### config.mk
export PLATFORM = sky130hd
export DESIGN_NAME = fifo_wr_arbiter
export DESIGN_NICKNAME = d
export VERILOG_FILES = /design/src/rtl/fifo_wr_arbiter.sv
export SDC_FILE = /design/constraint.sdc
export NUM_CORES = 1
export LEC_CHECK = 0
export CAP_MARGIN = 10
export CORE_ASPECT_RATIO = 1.1
export CORE_UTILIZATION = 25
export CTS_BUF_LIST = sky130_fd_sc_hd__clkbuf_8
export DETAILED_ROUTE_END_ITERATION = 6
export PLACE_DENSITY = 0.68
export SYNTH_ARGS = -nofsm -noshare
export SYNTH_HDL_FRONTEND = slang
export SYNTH_SLANG_ARGS = --single-unit
### constraint.sdc
create_clock -name wclk_i -period 2.29 [get_ports wclk_i]
set_input_delay 0.687 -clock wclk_i [delete_from_list [all_inputs] [get_ports wclk_i]]
set_output_delay 0.687 -clock wclk_i [all_outputs]
set_load 0.1 [all_outputs]
### src/rtl/fifo_wr_arbiter.sv
// Round-robin, burst-limited write arbiter in front of a FIFO write port.
// Define ARB_STATS_EN to build per-requester saturating accept counters.
module fifo_wr_arbiter #(
  parameter int DATASIZE = 8,
  parameter int NREQ     = 4,
  parameter int BURST    = 4
) (
  input  logic                       wclk_i,
  input  logic                       wrst_i,
  input  logic [NREQ-1:0]            req_i,
  input  logic [NREQ*DATASIZE-1:0]   data_i,
  input  logic                       fifo_full_i,
  output logic [NREQ-1:0]            gnt_o,
  output logic [NREQ-1:0]            ack_o,
  output logic                       fifo_wen_o,
  output logic [DATASIZE-1:0]        fifo_din_o,
  output logic [$clog2(NREQ)-1:0]    owner_o,
  output logic                       busy_o,
  output logic [NREQ*16-1:0]         cnt_o
);

  localparam int OW = $clog2(NREQ);

  typedef enum logic [1:0] {
    IDLE,
    GRANT,
    STALL
  } state_t;

  state_t        state;
  logic [4:0]    burst;
  logic [OW-1:0] nxt;
  logic          own_req;
  logic          accept;
  logic          last;

  assign own_req    = req_i[owner_o];
  assign accept     = (state == GRANT) & own_req
                    & ~fifo_full_i & ~wrst_i;
  assign last       = (burst == 5'(BURST - 1));
  assign fifo_wen_o = accept;
  assign fifo_din_o = data_i[owner_o*DATASIZE +: DATASIZE];
  assign busy_o     = (state != IDLE);

  always_comb begin
    ack_o          = '0;
    ack_o[owner_o] = accept;
  end

  // First requester after the last owner, wrapping around.
  always_comb begin
    logic found;
    nxt   = owner_o;
    found = 1'b0;
    for (int i = 1; i <= NREQ; i++) begin
      if (!found && req_i[(int'(owner_o) + i) % NREQ]) begin
        nxt   = OW'((int'(owner_o) + i) % NREQ);
        found = 1'b1;
      end
    end
  end

  always_ff @(posedge wclk_i) begin
    if (wrst_i) begin
      state   <= IDLE;
      gnt_o   <= '0;
      owner_o <= OW'(NREQ - 1);
      burst   <= '0;
    end else begin
      unique case (state)
        IDLE: begin
          if (|req_i) begin
            state   <= GRANT;
            owner_o <= nxt;
            gnt_o   <= NREQ'(1) << nxt;
            burst   <= '0;
          end
        end
        GRANT: begin
          if (!own_req) begin
            state <= IDLE;
            gnt_o <= '0;
          end else if (fifo_full_i) begin
            state <= STALL;
          end else begin
            burst <= burst + 5'd1;
            if (last) begin
              state <= IDLE;
              gnt_o <= '0;
            end
          end
        end
        STALL: begin
          if (!own_req) begin
            state <= IDLE;
            gnt_o <= '0;
          end else if (!fifo_full_i) begin
            state <= GRANT;
          end
        end
        default: begin
          state <= IDLE;
          gnt_o <= '0;
        end
      endcase
    end
  end

`ifdef ARB_STATS_EN
  for (genvar k = 0; k < NREQ; k++) begin : g_cnt
    logic [15:0] cnt;
    always_ff @(posedge wclk_i) begin
      if (wrst_i) begin
        cnt <= '0;
      end else if (ack_o[k] && cnt != 16'hFFFF) begin
        cnt <= cnt + 16'd1;
      end
    end
    assign cnt_o[k*16 +: 16] = cnt;
  end
`else
  assign cnt_o = '0;
`endif

endmodule
# Yosys cells after proc, flatten, opt, wreduce, memory -nomap -nowiden
# Index checks and enable logic that the tools add are counted.
word_totals:
  register_bits: 13
  latchBits: 0
  mem_bits_rw: 0
  rom_bits: 0
  out_inout_bits: 84
  word_cells: 97
  memories: 0
op_classes:
  add_sub_neg: 5
  multipliers: 0
  div_mod_pow: 0
  n_lt_le_gt_ge: 6
  n_eq_ne: 11
  shifts: 2
  muxes: 40
  bitwise: 10
  reduce_logical: 19
op_table:
  columns: ["cell", "n"]
  rows:
  - ["$shiftx A32 B6 Y8", 1]
  - ["$mux W2", 10]
  - ["$mux W4", 5]
  - ["$lt A3 B4 Y1 const B", 4]
  - ["$mux W5", 3]
  - ["$mux W1", 13]
  - ["$pmux W4 S3", 1]
  - ["$bmux W1 S2", 5]
  - ["$pmux W5 S2", 1]
  - ["$ne A3 B3 Y1 const B", 3]
  - ["$ne A2 B2 Y1 const B", 4]
  - ["$reduce_and A4 Y1", 2]
  - ["$reduce_or A2 Y1", 4]
  - ["$pmux W2 S3", 1]
  - ["$add A5 B1 Y5 const B", 1]
  - ["$eq A5 B2 Y1 const B", 1]
  - ["$add A2 B1 Y2 const B", 2]
  - ["$add A2 B2 Y2 const B", 2]
  - ["$and A1 B1 Y1 const A", 4]
  - ["$and A4 B4 Y4", 1]
  - ["$logic_and A1 B1 Y1", 4]
  - ["$ne A4 B4 Y1 const B", 1]
  - ["$reduce_bool A2 Y1", 2]
  - ["$reduce_or A4 Y1", 1]
  - ["12 further kinds", 17]

# Logic depth before layout (Yosys ltp)
logic_depth:
  word_depth: 19
  depth_mapped: 8
  mapped_depth_nobuf: 6

# Least setup slack after synthesis
# OpenSTA, ideal clock, no wires.
synth_path:
  path_kind: "register -> output"
  start: "register owner_o[1]"
  end: "output port ack_o[0]"
  arrival_time_ns: 4.762
  path_slack_ns: -3.159
  path_stages_with_launch: 6
  path_buffers: 1
  cell_sequence: "dfxtp_1 -> buf_2 -> mux4_2 -> nand2_1 -> nor3_1 -> and2_1"
synth_between:
  elab_chain_len: 6
  elab_cells_between_ends: 11
  classes_between: "order compare (2); mux (4); bitwise (4); reduce/logical (1)"
synth_lines:
  columns: ["item", "line_no", "text"]
  rows:
  - ["start: declaration", "17", "output logic [$clog2(NREQ)-1:0] owner_o,"]
  - ["start signal: assignment", "67", "owner_o <= OW'(NREQ - 1);"]
  - ["start signal: assignment", "74", "owner_o <= nxt;"]
  - ["$bmux W1 S2", "37", "assign own_req = req_i[owner_o];"]
  - ["$mux W1 (not written as such)", "37", null]
  - ["$and A1 B1 Y1", "38", "assign accept = (state == GRANT) & own_req"]
  - ["$and A1 B1 Y1 (2 in a row)", "39", "& ~fifo_full_i & ~wrst_i;"]
  - ["via fifo_wen_o", "15", "output logic fifo_wen_o,"]
  - ["$and A4 B4 Y4 (no source line)", null, null]
  - ["end: declaration", "14", "output logic [NREQ-1:0] ack_o,"]
# The timed path passes the listed nets, and every way through them passes these cells. The select of a mux whose other input is x is not followed.

# Worst setup path after layout
layout_path:
  start: "input port req_i[3]"
  end: "output port ack_o[1]"
layout_between:
  elab_chain_len: 6
layout_lines:
  columns: ["item", "line_no", "text"]
  rows:
  - ["start: declaration", "10", "input logic [NREQ-1:0] req_i,"]
  - ["$bmux W1 S2", "37", null]
  - ["$mux W1 (not written as such)", "37", null]
  - ["$and A1 B1 Y1", "38", null]
  - ["$and A1 B1 Y1 (2 in a row)", "39", null]
  - ["$and A4 B4 Y4 (no source line)", null, null]
# No other way between the ends. The select of a mux whose other input is x is not followed.

==> metrics.txt <==
# TYPE chip_impl_metric gauge
chip_impl_metric{name="wirelength",unit="microns"} 3670
chip_impl_metric{name="synth_warn",unit=""} 0
chip_impl_metric{name="critPathMaxFanout",unit=""} 5
chip_impl_info{name="violations",value="setup timing"} 1
chip_impl_info{name="grt_most_used_layer",value="met2"} 1
chip_impl_info{name="setup.worst_path.end_class",value="output port"} 1
chip_impl_metric{name="share_of_post_route_cells_with_drive_strength_above_1",unit="%"} 27.2
chip_impl_metric{name="die_area",unit="sq mm"} 0.00689
chip_impl_metric{name="cts.htree.levels",unit=""} 1
chip_impl_metric{name="final_util",unit="%"} 39.0
chip_impl_metric{name="static-leakage-power",unit="uW"} 0.00114
chip_impl_metric{name="post_synth_instance_area",unit="sq mm"} 0.00164
chip_impl_info{name="worstSetupStartpointType",value="primary input"} 1
chip_impl_metric{name="drc_errors",unit=""} 0
chip_impl_metric{name="clock_insertion_delay_worst_skew",unit="ns"} 0.24
chip_impl_metric{name="ios",unit=""} 123
chip_impl_metric{name="grtUsageMet3",unit="%"} 1.47
chip_impl_info{name="tritoncts",value="built"} 1
chip_impl_info{name="worst-setup-path-type",value="in2out"} 1
chip_impl_info{name="synth_flop_cell",value="sky130_fd_sc_hd__dfxtp_1"} 1
chip_impl_metric{name="stdcell_count",unit=""} 345
chip_impl_metric{name="power_density",unit="mW/mm^2"} 1140
chip_impl_metric{name="synthToLayoutAreaGrowth",unit="%"} 49.0
chip_impl_metric{name="route.detailed.wl_per_inst",unit="microns"} 10.6
chip_impl_metric{name="vias_per_cell",unit=""} 4.17
chip_impl_metric{name="maxClockFrequency",unit="MHz"} 409
chip_impl_info{name="hold_class",value="reg2reg"} 1
chip_impl_metric{name="via_count",unit=""} 1437
chip_impl_metric{name="syn-mean-instance-area",unit="sq um"} 8.68
chip_impl_metric{name="setup_violations",unit=""} 5
chip_impl_metric{name="tightest_slew",unit="ns"} 0.511
chip_impl_metric{name="clock_skews",unit="ns"} 0.00369
chip_impl_metric{name="grt_use_met2",unit="%"} 20.3
chip_impl_metric{name="numPortBuffers",unit=""} 58
chip_impl_metric{name="cp.required",unit="ns"} 1.60
chip_impl_metric{name="ctsLongestPathBuffers",unit=""} 2
chip_impl_metric{name="gr-usage-all-layers",unit="%"} 10.9
chip_impl_metric{name="tritoncts.num_buffers",unit=""} 3
chip_impl_metric{name="synth_top_area_share",unit="%"} 29.3
chip_impl_metric{name="synth.yosys.seq_area_share",unit="%"} 15.9
chip_impl_metric{name="peakVddDrop",unit="mV"} 0.807
chip_impl_metric{name="grt_remaining_overflow",unit=""} 0
chip_impl_metric{name="post-route-period-util",unit="%"} 107
chip_impl_metric{name="drtAntennaViolNets",unit=""} 0
chip_impl_metric{name="synth-edff-count",unit=""} 0
chip_impl_metric{name="numClockSinks",unit=""} 13
chip_impl_metric{name="detail_route.iter0.violations",unit=""} 32
chip_impl_metric{name="worst_setup_hold_path_clk_slew",unit="ns"} 0.05
chip_impl_metric{name="gpl.final_weighted_congestion",unit=""} 0.855
chip_impl_metric{name="hold-worst-slack",unit="ns"} 0.461
chip_impl_metric{name="finalSetupTns",unit="ns"} -0.755
chip_impl_info{name="yosysMostFrequentCell",value="sky130_fd_sc_hd__buf_4"} 1
chip_impl_metric{name="timing.slew.headroom",unit="%"} 65.8
chip_impl_metric{name="final_hold_viol_count",unit=""} 0
chip_impl_metric{name="grt_max_degree",unit=""} 13
chip_impl_metric{name="final_period_minus_worst_setup_slack",unit="ns"} 2.44
chip_impl_metric{name="crit_arrival",unit="ns"} 1.76
chip_impl_metric{name="die_h",unit="microns"} 87.0
chip_impl_metric{name="wire_length_of_the_first_global_routing_pass",unit="microns"} 5910
chip_impl_metric{name="drt_pre_antenna_iters",unit=""} 4
chip_impl_info{name="synth_area_leader_cell",value="sky130_fd_sc_hd__buf_4"} 1
chip_impl_metric{name="via_count_of_the_first_global_routing_pass",unit=""} 1270
chip_impl_metric{name="post-place-cells",unit=""} 338
chip_impl_info{name="rsz0062_at_grt",value="true"} 1
chip_impl_metric{name="die_width",unit="microns"} 79.2
chip_impl_metric{name="hpwlAfterDp",unit="microns"} 3220
chip_impl_metric{name="placementRows",unit=""} 30
chip_impl_info{name="cts.root.buffer_cell",value="sky130_fd_sc_hd__clkbuf_8"} 1
chip_impl_info{name="outcome",value="finished, violations left"} 1
chip_impl_metric{name="diodes",unit=""} 0
chip_impl_metric{name="synth_seq_cells",unit=""} 13
chip_impl_metric{name="timing_max_transition_violations_final",unit=""} 0
chip_impl_info{name="yosys-top-cells-count",value="sky130_fd_sc_hd__buf_4, sky130_fd_sc_hd__dfxtp_1, sky130_fd_sc_hd__mux4_2"} 1
chip_impl_metric{name="globalRouteMet1Util",unit="%"} 12.6
chip_impl_metric{name="floorplan.initialDensity",unit="%"} 26.2
chip_impl_metric{name="max_cap_violations",unit=""} 0
chip_impl_metric{name="placeableCoreArea",unit="sq mm"} 0.00627
chip_impl_metric{name="async_reset_ff_share",unit="%"} 0
chip_impl_metric{name="netlist_instances",unit=""} 189
chip_impl_info{name="yosys-top-cells-area",value="sky130_fd_sc_hd__buf_4, sky130_fd_sc_hd__dfxtp_1, sky130_fd_sc_hd__mux4_2"} 1
chip_impl_metric{name="grt_antenna_before_repair",unit=""} 0
chip_impl_metric{name="synth_cell_types",unit=""} 41
chip_impl_metric{name="final_critical_path_setup_slack",unit="ns"} -0.152
chip_impl_metric{name="fin_nets",unit=""} 310
chip_impl_metric{name="power.total",unit="uW"} 2780
-- layer usage --
metal / vias up / wire, microns / part of all wire [%]
li1: 698 / - / -
met1: 670 / 1460 / 40
met2: 65 / 2000 / 54
met4: 0 / 53 / 1.4
met3: 4 / 164 / 4.5
met5: - / 0 / 0
-- sequential cells by signal (all words and copies together), names as in the netlist --
register  flops
state         2
gnt_o         4
burst         5
owner_o       2
-- path summary, 6_finish.rpt --
| path | start | end | slack, ns | cells after the start |
|---|---|---|---|---|
| max | req_i[3] | ack_o[1] | -0.15 | 6 |
| min | gnt_o[0]$_SDFFE_PP0P_ | gnt_o[0]$_SDFFE_PP0P_ | 0.46 | 2 |
| max reg2reg | owner_o[0]$_SDFFE_PP1P_ | owner_o[0]$_SDFFE_PP1P_ | 0.30 | 7 |
| min reg2reg | gnt_o[0]$_SDFFE_PP0P_ | gnt_o[0]$_SDFFE_PP0P_ | 0.46 | 2 |
-- power breakdown --
part	switching (uW)	total (uW)	internal, uW
Sequential	46.0	318	272
Combinational	1560	2270	710
Clock	76.7	195	118
-- critical path: stages --
cell,delay [ns]
sky130_fd_sc_hd__buf_6,0.09
sky130_fd_sc_hd__mux4_2,0.51
sky130_fd_sc_hd__nand2_4,0.10
sky130_fd_sc_hd__nor3_4,0.05
sky130_fd_sc_hd__and2_4,0.15
sky130_fd_sc_hd__buf_12,0.16
-- layout by cell type (no fill, tap or decap), drive strengths merged --
cell and instances:
conb 64, buf 46, clkdlybuf4s15 24, dfxtp 13, inv 10, mux4 10
dlygate4sd2 9, nor2 7, mux2i 6, nand2 6, and2 6, o21ai 5
a21oi 5, ha 5, nand3 4, a211oi 4, clkbuf 4, nand2b 3
or4 3, o31ai 3, o32ai 3, a21boi 3, or3 2, mux2 2
nor2b 2, o211ai 2, a32o 2, nor3 2, nor4 1, a21o 1
nor3b 1, a221o 1, and3 1, nor4b 1, nand3b 1, a22oi 1
a22o 1, o32a 1
-- kinds of logic (layout without fill, tap and decap cells) --
kind of cell	after synthesis	count (layout)	share of synthesized area (%)
other	1	64	0.229
AOI/OAI and AO/OA	32	32	14.3
adders and majority gates	5	5	3.81
buffers and inverters	80	93	33.7
muxes	18	18	18.8
DFF	13	13	15.9
and+or+nand+nor	40	40	13.3
-- stage by stage --
stage               instance area, sq um  setup WS [ns]
floorplan                           1950         -0.915
global placement                    2370         -0.584
detailed placement                  2370         -0.588
CTS                                 2410         -0.189
global route                        2440         -0.185
finish                              2440         -0.152
-- timing repair --
action | CTS | global route
gates cloned | 0 | 0
hold endpoints to repair | 0 | 0
endpoints found under the setup margin | 13 | 13
pin swaps | 6 | 5
hold buffers | 0 | 0
setup buffers | 2 | 1
resized for setup | 63 | 20
-- area by class of cell --
| cell class | count | area, sq um |
|---|---|---|
| Clock inverter | 1 | 3.75 |
| Timing Repair Buffer | 80 | 892 |
| Sequential cell | 13 | 268 |
| Fill cell | 638 | 3820 |
| Clock buffer | 3 | 41.3 |
| Multi-Input combinational cell | 159 | 1100 |
| Tap cell | 80 | 100 |
| Inverter | 9 | 33.8 |
(Power assumes the default switching activity.)
